`config.mk`:
```
export PLATFORM = sky130hd
export DESIGN_NAME = mem_reader_ctrl_param_flat
export DESIGN_NICKNAME = d
export VERILOG_FILES = /design/src/rtl/mem_reader_ctrl_param_if.sv /design/src/rtl/mem_reader_ctrl_param.sv /design/src/flat_wrapper.sv
export SDC_FILE = /design/constraint.sdc
export NUM_CORES = 1
export LEC_CHECK = 0
export CAP_MARGIN = 20
export CORE_MARGIN = 2
export CORE_UTILIZATION = 45
export CTS_CLUSTER_SIZE = 8
export DETAILED_ROUTE_END_ITERATION = 10
export PLACE_DENSITY = 0.73
export SYNTH_ARGS = -nofsm -noshare
export SYNTH_HDL_FRONTEND = slang
export SYNTH_SLANG_ARGS = --single-unit
```
`constraint.sdc`:
```
create_clock -name clk_i -period 2.9 [get_ports clk_i]
set_input_delay 0.29 -clock clk_i [delete_from_list [all_inputs] [get_ports clk_i]]
set_output_delay 0.29 -clock clk_i [all_outputs]
set_load 0.03 [all_outputs]
```
`src/rtl/mem_reader_ctrl_param_if.sv`:
```
// ----------------------------------------------------------------------------
// mem_reader_ctrl_param_if
// Bundles the control, memory-read and buffer-write signals of the memory
// reader controller. Signal suffixes are from the controller's point of view:
// _i is driven by the environment, _o by the controller.
//   master : the controller (drives reads, strobes and status)
//   slave  : the environment (drives start, write_inp_en, bases, buf_ready)
// Signals:
//   start_i, write_inp_en_i        command pulses, sampled in IDLE
//   filter_base_i, img_base_i      region base addresses, captured in INIT
//   buf_ready_i                    downstream can accept; low stalls issue
//   mem_rd_en_o, mem_adr_o         memory read request and address
//   mem_offset_sel_o               0 = filter region, 1 = image region
//   filter_wr_en_o, filter_idx_o, filter_word_idx_o   filter buffer write
//   img_wr_en_o, img_word_idx_o    image buffer write
//   write_mem_en_o                 single memory write strobe
//   busy_o, done_o                 status
// ----------------------------------------------------------------------------
interface mem_reader_ctrl_param_if #(
    parameter int unsigned ADDR_W = 16
);
    logic              start_i;
    logic              write_inp_en_i;
    logic [ADDR_W-1:0] filter_base_i;
    logic [ADDR_W-1:0] img_base_i;
    logic              buf_ready_i;
    logic              mem_rd_en_o;
    logic [ADDR_W-1:0] mem_adr_o;
    logic [1:0]        mem_offset_sel_o;
    logic              filter_wr_en_o;
    logic [7:0]        filter_idx_o;
    logic [7:0]        filter_word_idx_o;
    logic              img_wr_en_o;
    logic [15:0]       img_word_idx_o;
    logic              write_mem_en_o;
    logic              busy_o;
    logic              done_o;

    modport master (
        input  start_i, write_inp_en_i, filter_base_i, img_base_i, buf_ready_i,
        output mem_rd_en_o, mem_adr_o, mem_offset_sel_o,
               filter_wr_en_o, filter_idx_o, filter_word_idx_o,
               img_wr_en_o, img_word_idx_o, write_mem_en_o, busy_o, done_o
    );

    modport slave (
        output start_i, write_inp_en_i, filter_base_i, img_base_i, buf_ready_i,
        input  mem_rd_en_o, mem_adr_o, mem_offset_sel_o,
               filter_wr_en_o, filter_idx_o, filter_word_idx_o,
               img_wr_en_o, img_word_idx_o, write_mem_en_o, busy_o, done_o
    );
endinterface

```
`src/rtl/mem_reader_ctrl_param.sv`:
```
// ----------------------------------------------------------------------------
// mem_reader_ctrl_param
// Streams NUM_FILTERS x FILTER_WORDS filter words followed by the image words
// (IMG_SIZE*IMG_SIZE/PIX_PER_WORD) from data memory into the filter/image
// buffers, or performs a single input write. Reads are issued one per cycle
// while buf_ready is high; a MEM_LAT-deep return pipeline re-times the buffer
// write strobes and indices to the returning memory data.
// Ports:
//   clk_i  rising-edge clock
//   rst_i  asynchronous active-high reset
//   bus    mem_reader_ctrl_param_if.master (commands, reads, strobes, status)
// ----------------------------------------------------------------------------
module mem_reader_ctrl_param #(
    parameter int unsigned NUM_FILTERS  = 4,
    parameter int unsigned FILTER_WORDS = 4,
    parameter int unsigned IMG_SIZE     = 16,
    parameter int unsigned PIX_PER_WORD = 4,
    parameter int unsigned ADDR_W       = 16,
    parameter int unsigned MEM_LAT      = 1
) (
    input  logic                         clk_i,
    input  logic                         rst_i,
    mem_reader_ctrl_param_if.master      bus
);

    localparam int unsigned IMG_WORDS = IMG_SIZE * IMG_SIZE / PIX_PER_WORD;
    localparam logic [7:0]  K_LAST    = 8'(FILTER_WORDS - 1);
    localparam logic [7:0]  F_LAST    = 8'(NUM_FILTERS - 1);
    localparam logic [15:0] I_LAST    = 16'(IMG_WORDS - 1);

    typedef enum logic [2:0] {
        IDLE, INIT, LD_FILTER, LD_IMG, DRAIN, WR_INP, DONE
    } state_e;

    // One return-pipeline slot: what the read issued MEM_LAT cycles earlier was.
    typedef struct packed {
        logic        v;
        logic        img;
        logic [7:0]  f;
        logic [7:0]  k;
        logic [15:0] i;
    } ret_t;

    state_e            state_q;
    logic [ADDR_W-1:0] adr_q;
    logic [ADDR_W-1:0] img_base_q;
    logic [7:0]        f_q;
    logic [7:0]        k_q;
    logic [15:0]       i_q;
    ret_t              pipe_q [MEM_LAT];

    logic issue;
    logic issue_img;
    logic pipe_busy;

    assign issue     = ((state_q == LD_FILTER) || (state_q == LD_IMG)) && bus.buf_ready_i;
    assign issue_img = (state_q == LD_IMG);

    // The last slot is presented on the outputs this cycle; DRAIN may leave as
    // soon as no earlier slot still holds a read, so DONE lines up with the
    // final strobe's cycle + 1.
    always_comb begin
        pipe_busy = 1'b0;
        for (int unsigned j = 0; j + 1 < MEM_LAT; j++) begin
            pipe_busy = pipe_busy | pipe_q[j].v;
        end
    end

    // Index fields only load with a valid read of their region, so the index
    // outputs hold their last value across bubbles and the other region.
    always_ff @(posedge clk_i or posedge rst_i) begin
        if (rst_i) begin
            for (int unsigned j = 0; j < MEM_LAT; j++) begin
                pipe_q[j] <= '0;
            end
        end else begin
            pipe_q[0].v   <= issue;
            pipe_q[0].img <= issue_img;
            if (issue && !issue_img) begin
                pipe_q[0].f <= f_q;
                pipe_q[0].k <= k_q;
            end
            if (issue && issue_img) begin
                pipe_q[0].i <= i_q;
            end
            for (int unsigned j = 1; j < MEM_LAT; j++) begin
                pipe_q[j].v   <= pipe_q[j-1].v;
                pipe_q[j].img <= pipe_q[j-1].img;
                if (pipe_q[j-1].v && !pipe_q[j-1].img) begin
                    pipe_q[j].f <= pipe_q[j-1].f;
                    pipe_q[j].k <= pipe_q[j-1].k;
                end
                if (pipe_q[j-1].v && pipe_q[j-1].img) begin
                    pipe_q[j].i <= pipe_q[j-1].i;
                end
            end
        end
    end

    always_ff @(posedge clk_i or posedge rst_i) begin
        if (rst_i) begin
            state_q    <= IDLE;
            adr_q      <= '0;
            img_base_q <= '0;
            f_q        <= '0;
            k_q        <= '0;
            i_q        <= '0;
        end else begin
            case (state_q)
                IDLE: begin
                    if (bus.write_inp_en_i) begin
                        state_q <= WR_INP;
                    end else if (bus.start_i) begin
                        state_q <= INIT;
                    end
                end
                INIT: begin
                    adr_q      <= bus.filter_base_i;
                    img_base_q <= bus.img_base_i;
                    f_q        <= '0;
                    k_q        <= '0;
                    i_q        <= '0;
                    state_q    <= LD_FILTER;
                end
                LD_FILTER: begin
                    // Filter words are contiguous, so the address simply
                    // increments; it jumps to the image base after the last one.
                    if (bus.buf_ready_i) begin
                        adr_q <= adr_q + ADDR_W'(1);
                        if (k_q == K_LAST) begin
                            k_q <= '0;
                            if (f_q == F_LAST) begin
                                f_q     <= '0;
                                adr_q   <= img_base_q;
                                state_q <= LD_IMG;
                            end else begin
                                f_q <= f_q + 8'd1;
                            end
                        end else begin
                            k_q <= k_q + 8'd1;
                        end
                    end
                end
                LD_IMG: begin
                    if (bus.buf_ready_i) begin
                        adr_q <= adr_q + ADDR_W'(1);
                        i_q   <= i_q + 16'd1;
                        if (i_q == I_LAST) begin
                            state_q <= DRAIN;
                        end
                    end
                end
                DRAIN: begin
                    if (!pipe_busy) begin
                        state_q <= DONE;
                    end
                end
                WR_INP:  state_q <= DONE;
                DONE:    state_q <= IDLE;
                default: state_q <= IDLE;
            endcase
        end
    end

    assign bus.mem_rd_en_o       = issue;
    assign bus.mem_adr_o         = adr_q;
    assign bus.mem_offset_sel_o  = {1'b0, issue_img};
    assign bus.filter_wr_en_o    = pipe_q[MEM_LAT-1].v && !pipe_q[MEM_LAT-1].img;
    assign bus.img_wr_en_o       = pipe_q[MEM_LAT-1].v && pipe_q[MEM_LAT-1].img;
    assign bus.filter_idx_o      = pipe_q[MEM_LAT-1].f;
    assign bus.filter_word_idx_o = pipe_q[MEM_LAT-1].k;
    assign bus.img_word_idx_o    = pipe_q[MEM_LAT-1].i;
    assign bus.write_mem_en_o    = (state_q == WR_INP);
    assign bus.busy_o            = (state_q != IDLE);
    assign bus.done_o            = (state_q == DONE);

endmodule

```
`src/flat_wrapper.sv`:
```
// flat-port wrapper written by rule: the top's interface ports become plain ports
module mem_reader_ctrl_param_flat 
#(
    parameter int unsigned NUM_FILTERS  = 4,
    parameter int unsigned FILTER_WORDS = 4,
    parameter int unsigned IMG_SIZE     = 16,
    parameter int unsigned PIX_PER_WORD = 4,
    parameter int unsigned ADDR_W       = 16,
    parameter int unsigned MEM_LAT      = 1
)
  (clk_i, rst_i, bus_start_i, bus_write_inp_en_i, bus_filter_base_i, bus_img_base_i, bus_buf_ready_i, bus_mem_rd_en_o, bus_mem_adr_o, bus_mem_offset_sel_o, bus_filter_wr_en_o, bus_filter_idx_o, bus_filter_word_idx_o, bus_img_wr_en_o, bus_img_word_idx_o, bus_write_mem_en_o, bus_busy_o, bus_done_o);
  mem_reader_ctrl_param_if #(.ADDR_W(ADDR_W)) bus_i ();
  input  logic clk_i;
  input  logic rst_i;
  input wire logic [$bits(bus_i.start_i)-1:0] bus_start_i;
  input wire logic [$bits(bus_i.write_inp_en_i)-1:0] bus_write_inp_en_i;
  input wire logic [$bits(bus_i.filter_base_i)-1:0] bus_filter_base_i;
  input wire logic [$bits(bus_i.img_base_i)-1:0] bus_img_base_i;
  input wire logic [$bits(bus_i.buf_ready_i)-1:0] bus_buf_ready_i;
  output wire logic [$bits(bus_i.mem_rd_en_o)-1:0] bus_mem_rd_en_o;
  output wire logic [$bits(bus_i.mem_adr_o)-1:0] bus_mem_adr_o;
  output wire logic [$bits(bus_i.mem_offset_sel_o)-1:0] bus_mem_offset_sel_o;
  output wire logic [$bits(bus_i.filter_wr_en_o)-1:0] bus_filter_wr_en_o;
  output wire logic [$bits(bus_i.filter_idx_o)-1:0] bus_filter_idx_o;
  output wire logic [$bits(bus_i.filter_word_idx_o)-1:0] bus_filter_word_idx_o;
  output wire logic [$bits(bus_i.img_wr_en_o)-1:0] bus_img_wr_en_o;
  output wire logic [$bits(bus_i.img_word_idx_o)-1:0] bus_img_word_idx_o;
  output wire logic [$bits(bus_i.write_mem_en_o)-1:0] bus_write_mem_en_o;
  output wire logic [$bits(bus_i.busy_o)-1:0] bus_busy_o;
  output wire logic [$bits(bus_i.done_o)-1:0] bus_done_o;
  assign bus_i.start_i = bus_start_i;
  assign bus_i.write_inp_en_i = bus_write_inp_en_i;
  assign bus_i.filter_base_i = bus_filter_base_i;
  assign bus_i.img_base_i = bus_img_base_i;
  assign bus_i.buf_ready_i = bus_buf_ready_i;
  assign bus_mem_rd_en_o = bus_i.mem_rd_en_o;
  assign bus_mem_adr_o = bus_i.mem_adr_o;
  assign bus_mem_offset_sel_o = bus_i.mem_offset_sel_o;
  assign bus_filter_wr_en_o = bus_i.filter_wr_en_o;
  assign bus_filter_idx_o = bus_i.filter_idx_o;
  assign bus_filter_word_idx_o = bus_i.filter_word_idx_o;
  assign bus_img_wr_en_o = bus_i.img_wr_en_o;
  assign bus_img_word_idx_o = bus_i.img_word_idx_o;
  assign bus_write_mem_en_o = bus_i.write_mem_en_o;
  assign bus_busy_o = bus_i.busy_o;
  assign bus_done_o = bus_i.done_o;
  mem_reader_ctrl_param #(.NUM_FILTERS(NUM_FILTERS), .FILTER_WORDS(FILTER_WORDS), .IMG_SIZE(IMG_SIZE), .PIX_PER_WORD(PIX_PER_WORD), .ADDR_W(ADDR_W), .MEM_LAT(MEM_LAT)) u_core (.clk_i(clk_i), .rst_i(rst_i), .bus(bus_i));
endmodule
```
==> flow_summary.json <==
{
  "final_util": 0.565,
  "post-cts-setup-buffers": 0,
  "syn_nets": 612,
  "ant_nets": 0,
  "dieArea_sq_um": 12500,
  "drc": 0,
  "cts_inserted_buffers": 9,
  "grt_max_degree": 46,
  "first_pass_iters": 5,
  "synth_top_cell_by_area": "dfrtp_1",
  "p_leak_nw": 2.83,
  "die_y_um": 112,
  "final_area_sq_um": 6420,
  "syn_inst": 571,
  "stdcell_count": 778,
  "seqPwrFrac": 0.370,
  "crit_slowest_cell": "or4_1",
  "cts_tree": "built",
  "place_area_sq_um": 6110,
  "startpoint_type": "register",
  "globalplace.congestion": 0.865,
  "place_hpwl_um": 8920,
  "synth_seq_area_share": 0.484,
  "clock-sinks": 101,
  "maxCapViolations": 0,
  "first_global_vias": 4294,
  "p_int_mw": 3.51,
  "period_share": 0.905,
  "dp_slack_ns": 0.285,
  "cts_hold_buf": 0,
  "nets": 671,
  "cts_buffer_depth": 2,
  "synth_top_area_frac": 0.484,
  "ys_types": 59,
  "min_period_ns": 2.63,
  "clk_latency_ns": 0.34,
  "slew_viol_final": 0,
  "hold_violations": 0,
  "fmax_ghz": 0.381,
  "multiInputGateArea_sq_um": 2320,
  "drt_first_iter_violations": 260,
  "ys_top_cells_by_area": "dfrtp_1, nand2_1, buf_4",
  "diodes": 0,
  "routed_wirelength_um": 12500,
  "clkTransAtPathRegs_ns": 0.07,
  "seq_area_sq_um": 2530,
  "timing.critical_path.to_type": "register",
  "finalSetupViolCount": 0,
  "row_count": 39,
  "start_util": 0.459,
  "grtUsageTotal": 0.203,
  "cts-htree-levels": 3,
  "areaGrowthSynthToFinish_pct": 23.0,
  "switchingPower_mw": 2.39,
  "cp_cell_sequence": "ha_1, or4b_4, or4_1, nand2_4, nor4_1, a211o_1",
  "rsz0062_at_grt": "false",
  "crit_fanout": 10,
  "vias": 4313,
  "worst_slack_ns": 0.275,
  "cts-resized-gates": 0,
  "synth_warnings": 0,
  "synth_edf_count": 0,
  "cp_slowest_stage_delay_ns": 0.81,
  "crit_type": "reg2reg",
  "maxSlewHeadroom": 0.443,
  "crit_family": "simple AND/OR/NAND/NOR gates",
  "core_area_sq_um": 11400,
  "p_comb_frac": 0.420,
  "crit_buf_inv": 0,
  "async_reset_ff_frac": 1.00,
  "ir_worst_vdd_v": 0.000568,
  "outcome": "finished, final reports clean",
  "p_clk_frac": 0.210,
  "layout_common_cells": "nand2_1, dfrtp_1, clkdlybuf4s50_1, nor2_1, o21ai_0",
  "via_per_inst": 5.54,
  "power.density_nw_per_um2": 919,
  "ys_ff_latch": 101,
  "avgRoutedWirePerCell_um": 16.1,
  "antenna_found_initial": 0,
  "synthesis.area_sq_um": 5220,
  "swShare": 0.405,
  "tns_ns": 0,
  "worstPathArrival_ns": 2.85,
  "min_path_type": "in2async",
  "dpl.cell_count": 762,
  "port_buffers": 91,
  "die_w_um": 112,
  "grt_pass1_wl_um": 20800,
  "cp.required_ns": 3.12,
  "layout_commonest_cell": "nand2_1",
  "avgSynthCellArea_sq_um": 9.15,
  "grt_overflow": 0,
  "clockRootBuffer": "clkbuf_16",
  "p_total_mw": 5.90,
  "drive_gt1_frac": 0.0992,
  "whs_ns": 0.447,
  "synth_top_flop_cell": "dfrtp_1",
  "worstMarginPinSlew_ns": 0.835,
  "clock_skew_ns": 0.0108,
  "fillers": 1021,
  "ios": 93
}
[metal layers]
layer  share of wire  vias up  track usage  wire length, um
met5               0        -            0                0
met4           0.022        0       0.0815              274
met3           0.047       21       0.0348              592
met2            0.48      115        0.328             6020
met1            0.45     2096        0.274             5610
li1                -     2081            -                -
[cell usage after synthesis, drive strengths merged, types with 5 or more instances]
cell type    n
or4          7
o22ai        5
nor3        13
xor2         5
or3         15
nand2      126
buf         41
a221oi       5
nand4        9
nand3       23
o31ai        5
mux2        16
inv         10
nor4        10
clkbuf      18
and3         8
nor2        36
o21ai       32
a21oi       16
xnor2       10
dfrtp      101
[worst paths after layout]
| path | from | to | slack (ns) | depth (start not counted) |
|---|---|---|---|---|
| worst min register to register | u_core.img_base_q[2]$_DFFE_PP0P_ | u_core.img_base_q[2]$_DFFE_PP0P_ | 0.47 | 2 |
| worst min-delay path | rst_i | u_core.k_q[6]$_DFFE_PP0P_ | 0.45 | 2 |
| worst max register to register | u_core.k_q[0]$_DFFE_PP0P_ | u_core.bus.mem_adr_o[10]$_DFFE_PP0P_ | 0.27 | 6 |
| worst max-delay path | u_core.k_q[0]$_DFFE_PP0P_ | u_core.bus.mem_adr_o[10]$_DFFE_PP0P_ | 0.27 | 6 |
| min in group clk_i | u_core.img_base_q[2]$_DFFE_PP0P_ | u_core.img_base_q[2]$_DFFE_PP0P_ | 0.47 | 2 |
| max in group asynchronous | rst_i | u_core.img_base_q[10]$_DFFE_PP0P_ | 1.78 | 3 |
[sequential cells by signal, indices dropped and copies added (netlist names)]
register and flops:
u_core.bus.img_word_idx_o 16, u_core.bus.mem_adr_o 16, u_core.i_q 16, u_core.img_base_q 16, u_core.bus.filter_idx_o 8, u_core.bus.filter_word_idx_o 8
u_core.f_q 8, u_core.k_q 8, u_core.state_q 3, u_core.pipe_q 2
[power by group through the flow]
stage	Sequential, mW	Clock [mW]	Combinational (mW)
after global routing	2.24	1.32	2.70
after global placement	2.19	0	2.41
after CTS	2.17	1.26	2.49
final	2.18	1.24	2.48
after detailed placement	2.20	0	2.48
after floorplan	2.27	0	1.56
[cells by family (layout without fill, tap and decap cells)]
group	Yosys count	count (layout)	share of synthesized area
xor+xnor	15	15	0.0251
fa+ha+maj	4	4	0.00958
buf+inv	69	133	0.0759
compound gates	91	91	0.113
flops	101	101	0.484
mux	18	18	0.0383
other cells	1	1	0.000718
simple gates	272	272	0.253
[area by class of cell]
class	count	area share
Inverter	10	0.00643
Clock inverter	4	0.00877
Clock buffer	12	0.0399
Multi-Input combinational cell	401	0.361
Timing Repair Buffer	107	0.162
Sequential cell	101	0.393
Tap cell	143	0.0279
Note: power is estimated with default switching activity, not from simulation.
